## config.mk

```make
export PLATFORM = sky130hd
export DESIGN_NAME = credit_reg_arbiter
export DESIGN_NICKNAME = d
export VERILOG_FILES = /design/src/rtl/credit_reg_arbiter.sv
export SDC_FILE = /design/constraint.sdc
export NUM_CORES = 1
export LEC_CHECK = 0
export CORE_MARGIN = 2
export CORE_UTILIZATION = 40
export DETAILED_ROUTE_END_ITERATION = 10
export GPL_TIMING_DRIVEN = 0
export PLACE_DENSITY_LB_ADDON = 0.1
export SLEW_MARGIN = 20
export SYNTH_ARGS = -nofsm -noshare
export SYNTH_HDL_FRONTEND = slang
export SYNTH_SLANG_ARGS = --single-unit
```

## constraint.sdc

```tcl
create_clock -name clock -period 6.7 [get_ports clock]
set_input_delay 1.34 -clock clock [delete_from_list [all_inputs] [get_ports clock]]
set_output_delay 1.34 -clock clock [all_outputs]
set_load 0.05 [all_outputs]
```

## src/rtl/credit_reg_arbiter.sv

```systemverilog
// credit_reg_arbiter: shares one register extern port between two valid-only requesters with per-requester queues and in-order response routing.
module credit_reg_arbiter #(
  parameter int QDEPTH = 4,
  parameter int MAX_OUTSTANDING = 8,
  parameter int REQ_W = 65,
  parameter int RESP_W = 16
) (
  input  logic              clock,
  input  logic              reset,
  input  logic              req0_valid,
  input  logic [REQ_W-1:0]  req0_bits,
  output logic              resp0_valid,
  output logic [RESP_W-1:0] resp0_bits_new_val,
  input  logic              req1_valid,
  input  logic [REQ_W-1:0]  req1_bits,
  output logic              resp1_valid,
  output logic [RESP_W-1:0] resp1_bits_new_val,
  output logic              creditReg_req_valid,
  output logic [REQ_W-1:0]  creditReg_req_bits,
  input  logic              creditReg_resp_valid,
  input  logic [RESP_W-1:0] creditReg_resp_bits_new_val,
  output logic [15:0]       drop_cnt0,
  output logic [15:0]       drop_cnt1,
  output logic              err_overflow,
  output logic              err_spurious_resp
);
  localparam int QA = QDEPTH > 1 ? $clog2(QDEPTH) : 1;
  localparam int TA = MAX_OUTSTANDING > 1 ? $clog2(MAX_OUTSTANDING) : 1;
  logic [REQ_W-1:0] qmem [2][QDEPTH];
  logic [QA-1:0] wp [2];
  logic [QA-1:0] rp [2];
  logic [QA:0] cnt [2];
  logic [15:0] dcnt [2];
  logic tag_mem [2**TA];
  logic [TA-1:0] twp, trp;
  logic [TA:0] tcnt;
  logic rr_last, gnt, gid, rsp_pop, head;
  logic [1:0] req_v, ne, full, pop, push, drop;
  logic [REQ_W-1:0] req_b [2];
  assign drop_cnt0 = dcnt[0];
  assign drop_cnt1 = dcnt[1];
  always_comb begin
    req_v = {req1_valid, req0_valid};
    req_b[0] = req0_bits;
    req_b[1] = req1_bits;
    ne = {cnt[1] != '0, cnt[0] != '0};
    full = {cnt[1] == (QA+1)'(QDEPTH), cnt[0] == (QA+1)'(QDEPTH)};
    gnt = (tcnt != (TA+1)'(MAX_OUTSTANDING)) && (|ne);
    gid = (&ne) ? ~rr_last : ne[1];
    pop = gnt ? (gid ? 2'b10 : 2'b01) : 2'b00;
    // a pop of a full queue frees the slot for a same-cycle arrival
    push = req_v & (~full | pop);
    drop = req_v & ~push;
    rsp_pop = creditReg_resp_valid && (tcnt != '0);
    head = tag_mem[trp];
  end
  always_ff @(posedge clock) begin
    for (int n = 0; n < 2; n++)
      if (push[n]) qmem[n][wp[n]] <= req_b[n];
    if (gnt) tag_mem[twp] <= gid;
  end
  always_ff @(posedge clock) begin
    if (reset) begin
      for (int n = 0; n < 2; n++) begin
        wp[n] <= '0;
        rp[n] <= '0;
        cnt[n] <= '0;
        dcnt[n] <= '0;
      end
      twp <= '0;
      trp <= '0;
      tcnt <= '0;
      rr_last <= 1'b1;
      creditReg_req_valid <= 1'b0;
      creditReg_req_bits <= '0;
      resp0_valid <= 1'b0;
      resp1_valid <= 1'b0;
      resp0_bits_new_val <= '0;
      resp1_bits_new_val <= '0;
      err_overflow <= 1'b0;
      err_spurious_resp <= 1'b0;
    end else begin
      for (int n = 0; n < 2; n++) begin
        wp[n] <= wp[n] + QA'(push[n]);
        rp[n] <= rp[n] + QA'(pop[n]);
        cnt[n] <= cnt[n] + (QA+1)'(push[n]) - (QA+1)'(pop[n]);
        if (drop[n] && dcnt[n] != 16'hFFFF) dcnt[n] <= dcnt[n] + 16'd1;
      end
      creditReg_req_valid <= gnt;
      if (gnt) begin
        creditReg_req_bits <= qmem[gid][rp[gid]];
        rr_last <= gid;
      end
      twp <= twp + TA'(gnt);
      trp <= trp + TA'(rsp_pop);
      tcnt <= tcnt + (TA+1)'(gnt) - (TA+1)'(rsp_pop);
      resp0_valid <= rsp_pop && !head;
      resp1_valid <= rsp_pop && head;
      if (rsp_pop && !head) resp0_bits_new_val <= creditReg_resp_bits_new_val;
      if (rsp_pop && head) resp1_bits_new_val <= creditReg_resp_bits_new_val;
      err_overflow <= err_overflow | (|drop);
      err_spurious_resp <= err_spurious_resp | (creditReg_resp_valid && tcnt == '0);
    end
  end
endmodule

```

==> flow_summary.json, run 1 <==
{
  "dieWidth_um": 262,
  "startpoint": "req0_valid",
  "clk_pin_slew_ns": 0.06,
  "dpl.hpwl_um": 44400,
  "crit_end": "qmem[0][222]",
  "power_frac_comb": 0.324,
  "antenna_found_initial": 11,
  "hp-class": "reg -> reg",
  "ys_async_sr_fraction": 0,
  "final_layout_size_suffix_gt1_frac": 0.195,
  "crit_family": "buffers and inverters",
  "arrival_ns": 3.76,
  "die_y_um": 262,
  "track_usage": 0.186,
  "clock_latency_ns": 0.61,
  "synthTopCellsByArea": "edfxtp_1 63%, mux4_2 11%, dfxtp_1 9.5%",
  "cp-start-kind": "input port",
  "final.min_clock_period_ns": 3.45,
  "cp_slowest_stage_delay_ns": 0.61,
  "worstReg2RegStart": "cnt[0][4]",
  "ir_drop_mv": 0.222,
  "cts-buffers-inserted": 74,
  "critPathRequiredTime_ns": 7.02,
  "clkSinkCount": 687,
  "portBuffers": 283,
  "synth.avg_cell_area_um2": 18.7,
  "drc_errors": 0,
  "synth_area_leader_cell": "edfxtp_1",
  "final_hold_viol_count": 0,
  "cap_violations": 0,
  "grt_busiest_layer": "met2",
  "post_cts_buffers": 0,
  "grt_overflow": 0,
  "ys.warnings.count": 0,
  "synth_common_cells": "560 x edfxtp_1, 130 x mux4_2, 127 x dfxtp_1",
  "setup_viol": 0,
  "cts_tree": "yes",
  "rsz0062_at_grt": "false",
  "grt_max_degree": 38,
  "grt_use_met2": 0.314,
  "place_congestion": 0.762,
  "p_clk_frac": 0.278,
  "ant_nets": 0,
  "crit_slowest_cell": "nor3b_4",
  "root_buffer": "clkbuf_16",
  "holdWs_ns": 0.474,
  "area_growth_pct": 25.7,
  "ff2ff_setup_slack_ns": 3.51,
  "worst_pin_slew_ns": 1.05,
  "skew_ns": 0.0166,
  "status": "finished clean",
  "p_per_area_nw_per_um2": 416,
  "num_vias": 14198,
  "leakage_nw": 11.1,
  "cp_max_fo": 10,
  "clockBufferDepth": 3,
  "place_area_um2": 31200,
  "yosysSeqAreaShare": 0.725,
  "drt_iter0_markers": 856,
  "synthCells": 1425,
  "grt_pass1_wl_um": 95700,
  "num_rows": 94,
  "ys_seq_elements": 687,
  "ys.flop_type": "edfxtp_1",
  "wl_per_cell_um": 23.3,
  "relSlewSlack": 0.302,
  "cts_hold_buffers": 0,
  "cts_resized": 0,
  "final-max-slew-violation-count": 0,
  "synth_nets": 1597,
  "nFillCells": 5452,
  "swShare": 0.329,
  "met1_usage": 0.243,
  "nets": 2003,
  "pin_count": 285,
  "fin_crit_sh": 0.515,
  "ys_types": 55,
  "regToRegEndpoint": "qmem[0][222]",
  "design_area_um2": 33500,
  "crit_type": "in -> reg",
  "firstDrtPassIters": 7,
  "vias_per_cell": 5.15,
  "initial_core_util": 0.405,
  "synth_top_area_frac": 0.630,
  "fmax_ghz": 0.290,
  "routed_wl_um": 64300,
  "synth_most_common_cell": "edfxtp_1",
  "cp_num_cells": 7,
  "coreArea_um2": 65900,
  "cp_cell_sequence": "clkdlybuf4s50_1 > nor2b_1 > nor3b_4 > buf_8 > buf_6 > buf_8 > buf_6",
  "p_int_mw": 9.36,
  "power.switching_mw": 4.58,
  "use_met3": 0.0394,
  "finalNonFillerCells": 2755,
  "htree_levels": 3,
  "cp_num_buf_inv": 5,
  "r2r_cells": 8,
  "synth_edf_count": 560,
  "crit_path_end_kind": "register",
  "synth_area_um2": 26700,
  "numPlacedInstances": 2619,
  "grt_pass1_vias": 14969,
  "sequentialPowerShare": 0.398,
  "die_area_um2": 68800
}
## power groups by stage
stage          combinational, mW  clock (mW)  sequential, mW
2_1_floorplan               2.31           0            6.37
3_3_place_gp                4.45           0            5.70
3_5_place_dp                4.60           0            5.64
4_1_cts                     4.61        3.98            5.56
5_1_grt                     4.84        4.15            5.61
6_report                    4.52        3.88            5.55
## stage by stage
stage / worst slack [ns] / utilization / TNS, ns / total power [mW]
CTS: 3.20 / 0.509 / 0 / 14.1
global route: 3.05 / 0.509 / 0 / 14.6
finish: 3.25 / 0.509 / 0 / 13.9
detailed placement: 2.56 / 0.474 / 0 / 10.2
floorplan: -0.106 / - / -12.69 / 8.68
global placement: -6.41 / 0.465 / -1413.87 / 10.2
## placed cells by master (no fill, tap or decap), types with 31 or more instances in the layout
cell type,Yosys,layout
mux4_2,130,130
nor2_1,93,92
nand2b_1,52,52
clkdlybuf4s50_1,0,283
mux2i_1,102,102
buf_4,10,31
a211oi_1,74,74
xnor2_1,32,32
edfxtp_1,560,560
clkbuf_16,0,76
clkbuf_1,38,59
dfxtp_1,127,127
## worst min-delay path, delay by kind of cell, from the launching register on
kind / cells / cell delay [ns]
and+or+nand+nor: 1 / 0.06
DFF: 1 / 0.31
muxes: 1 / 0.06
## layout make-up
cell class,count,area [um2],area share
sequential,687,19400,0.577
multi-input combinational,641,6870,0.205
timing repair buffer,330,3410,0.102
clock buffer,103,2060,0.0615
tap,864,1080,0.0322
buffer,80,439,0.0131
clock inverter,30,239,0.00713
inverter,17,63.8,0.00190
antenna,3,7.51,0.000224
## cell families after synthesis
| family | Yosys count | synth area share |
|---|---|---|
| adder cells (fa/ha/maj) | 21 | 0.0107 |
| AO/OA/AOI/OAI | 115 | 0.0382 |
| buffers and inverters | 97 | 0.0189 |
| AND/OR/NAND/NOR | 232 | 0.0453 |
| multiplexers | 232 | 0.148 |
| XOR/XNOR | 41 | 0.0135 |
| flip-flops | 687 | 0.725 |
## how the worst min path moves through the flow
stage | from | endpoint | slack (ns) | cells past startpoint
finish | resp0_bits_new_val[11] | resp0_bits_new_val[11] | 0.47 | 2
global route | resp0_bits_new_val[4] | resp0_bits_new_val[4] | 0.49 | 2
CTS | resp1_bits_new_val[11] | resp1_bits_new_val[11] | 0.48 | 2
detailed placement | resp0_bits_new_val[11] | resp0_bits_new_val[11] | 0.47 | 2
global placement | resp0_bits_new_val[8] | resp0_bits_new_val[8] | 0.46 | 2
floorplan | rr_last | rr_last | 0.50 | 1
## sequential cells by signal, indices dropped and copies added, names as in the netlist, 3 cells and up
register,count
resp0_bits_new_val,16
twp,3
tag_mem,8
qmem,520
creditReg_req_bits,65
trp,3
tcnt,4
wp,4
resp1_bits_new_val,16
rp,4
cnt,6
dcnt,32
## per-layer routing
metal,wire [um],vias up
met1,27500,7276
met4,1260,16
met3,3250,101
li1,-,6477
met5,106,-
met2,32200,328
(Power assumes the default switching activity.)
==> run 2: changes to the inputs <==
==> constraint.sdc (replaced) <==
create_clock -name clock -period 2.8 [get_ports clock]
set_input_delay 0.56 -clock clock [delete_from_list [all_inputs] [get_ports clock]]
set_output_delay 0.56 -clock clock [all_outputs]
set_load 0.05 [all_outputs]
==> run 2 against run 1 <==
Compared with the run above: combinational power up 140%; sequential power grew 140%; final cell count hardly changed.
==> flow_summary.json, run 2 (synthesis gave the netlist of run 1 again) <==
{
  "portBuffers": 283,
  "arrival_ns": 2.98,
  "worstReg2RegStart": "tcnt[2]",
  "worst_pin_slew_ns": 1.01,
  "dieWidth_um": 262,
  "skew_ns": 0.0223,
  "largest_reg_flops": 520,
  "clk_pin_slew_ns": 0.06,
  "leakage_nw": 11.1,
  "grt_overflow": 0,
  "min_from": "resp0_bits_new_val[0]",
  "fmax_ghz": 0.373,
  "vias_per_cell": 5.19,
  "track_usage": 0.191,
  "power.switching_mw": 11.2,
  "drt_iter0_markers": 859,
  "startpoint": "tcnt[2]",
  "final.min_clock_period_ns": 2.68,
  "place_area_um2": 31300,
  "rsz0062_at_grt": "false",
  "clockBufferDepth": 3,
  "htree_levels": 3,
  "ir_drop_mv": 0.522,
  "final_common_cell": "edfxtp_1",
  "p_per_area_nw_per_um2": 1000,
  "crit_type": "reg -> reg",
  "cts_tree": "yes",
  "power_frac_comb": 0.324,
  "grt_max_degree": 38,
  "status": "finished clean",
  "cp-start-kind": "register",
  "cap_violations": 0,
  "fin_crit_sh": 0.958,
  "final_hold_viol_count": 0,
  "final-max-slew-violation-count": 0,
  "relSlewSlack": 0.326,
  "routed_wl_um": 65700,
  "cts-buffers-inserted": 75,
  "r2r_cells": 9,
  "cp_slowest_stage_delay_ns": 0.65,
  "cp_max_fo": 11,
  "area_growth_pct": 26.5,
  "cp_cell_sequence": "inv_2 > ha_4 > or3b_4 > o22ai_4 > nor2b_4 > nor3b_4 > buf_16 > buf_6 > buf_8",
  "die_y_um": 262,
  "initial_core_util": 0.405,
  "post-route-util": 0.512,
  "final_cell_mix": "560 x edfxtp_1, 283 x clkdlybuf4s50_1, 130 x mux4_2",
  "design_area_um2": 33700,
  "ant_nets": 0,
  "setup_viol": 0,
  "die_area_um2": 68800,
  "final_layout_size_suffix_gt1_frac": 0.195,
  "nFillCells": 5460,
  "antenna_found_initial": 13,
  "num_vias": 14284,
  "root_buffer": "clkbuf_16",
  "nets": 1995,
  "cts_hold_buffers": 0,
  "p_int_mw": 22.7,
  "grt_pass1_vias": 15185,
  "pin_count": 285,
  "sequentialPowerShare": 0.392,
  "place_congestion": 0.749,
  "critPathRequiredTime_ns": 3.10,
  "hold_path_depth": 2,
  "dpl.hpwl_um": 44600,
  "p_clk_frac": 0.283,
  "multi_input_comb_area_um2": 6930,
  "crit_path_end_kind": "register",
  "wl_per_cell_um": 23.8,
  "clkSinkCount": 687,
  "coreArea_um2": 65900,
  "firstDrtPassIters": 7,
  "hp-class": "reg -> reg",
  "seqCellArea_um2": 19400,
  "clock_latency_ns": 0.61,
  "drc_errors": 0,
  "grt_pass1_wl_um": 98100,
  "crit_slowest_cell": "nor3b_4",
  "swShare": 0.330,
  "num_rows": 94
}
## run 2: changes by cell type in the layout (fill, tap and decap cells not counted), sizes merged
cell      change
clkbuf        -4
buf           -9
diode         +3
clkinv        +3
clkinvlp      +1
inv           +2
bufinv        +2
## run 2: final cells by class
cell class | instances | area share
Timing Repair Buffer | 321 | 0.103
Clock inverter | 38 | 0.0102
Tap cell | 864 | 0.0320
Antenna cell | 6 | 0.000445
Buffer | 80 | 0.0130
Clock buffer | 99 | 0.0604
Inverter | 17 | 0.00189
Sequential cell | 687 | 0.574
Multi-Input combinational cell | 641 | 0.205
## run 2: what timing repair did
action / 4_1_cts / 5_1_grt
resized for setup: 1 / 0
setup endpoints to repair: 39 / 2
setup buffers: 3 / 1
pin swaps: 2 / 1
## run 2: per-stage QoR
step                instances  total power, mW  worst slack, ns  hold slack [ns]  setup TNS, ns
finish                   2753             33.8            0.118            0.476              0
global route             2751             35.4           0.0260            0.487              0
CTS                      2746             34.4           0.0590            0.455              0
detailed placement       2606             24.7           -0.221            0.465         -10.14
global placement         2572             24.3            -2.64            0.460        -898.17
floorplan                1425             20.8           -0.363            0.498         -84.24
## run 2: final timing paths
path              slack [ns]                    end
setup / recovery        0.12           qmem[0][235]
hold / removal          0.48  resp0_bits_new_val[0]
setup reg to reg        0.12           qmem[0][235]
hold reg to reg         0.48  resp0_bits_new_val[0]
## run 2: power groups by stage
stage,clock (mW),sequential (mW),combinational [mW]
2_1_floorplan,0,15.2,5.58
3_3_place_gp,0,13.5,10.8
3_5_place_dp,0,13.5,11.2
4_1_cts,9.85,13.3,11.2
5_1_grt,10.2,13.4,11.8
6_report,9.58,13.3,11.0
## run 2: worst max-delay path: cells and delay by family (launching register included)
kind | cells | cell delay [ns]
AO/OA/AOI/OAI | 1 | 0.10
adder cells (fa/ha/maj) | 1 | 0.15
buffers and inverters | 4 | 0.65
flip-flops | 1 | 0.32
AND/OR/NAND/NOR | 3 | 1.14
## run 2: layer usage
metal / track usage / routed length (um) / vias to the layer above
met1: 0.240 / 27000 / 7365
met5: 0 / 114 / -
li1: - / - / 6499
met3: 0.0397 / 3090 / 91
met2: 0.334 / 34200 / 313
met4: 0.0557 / 1170 / 16
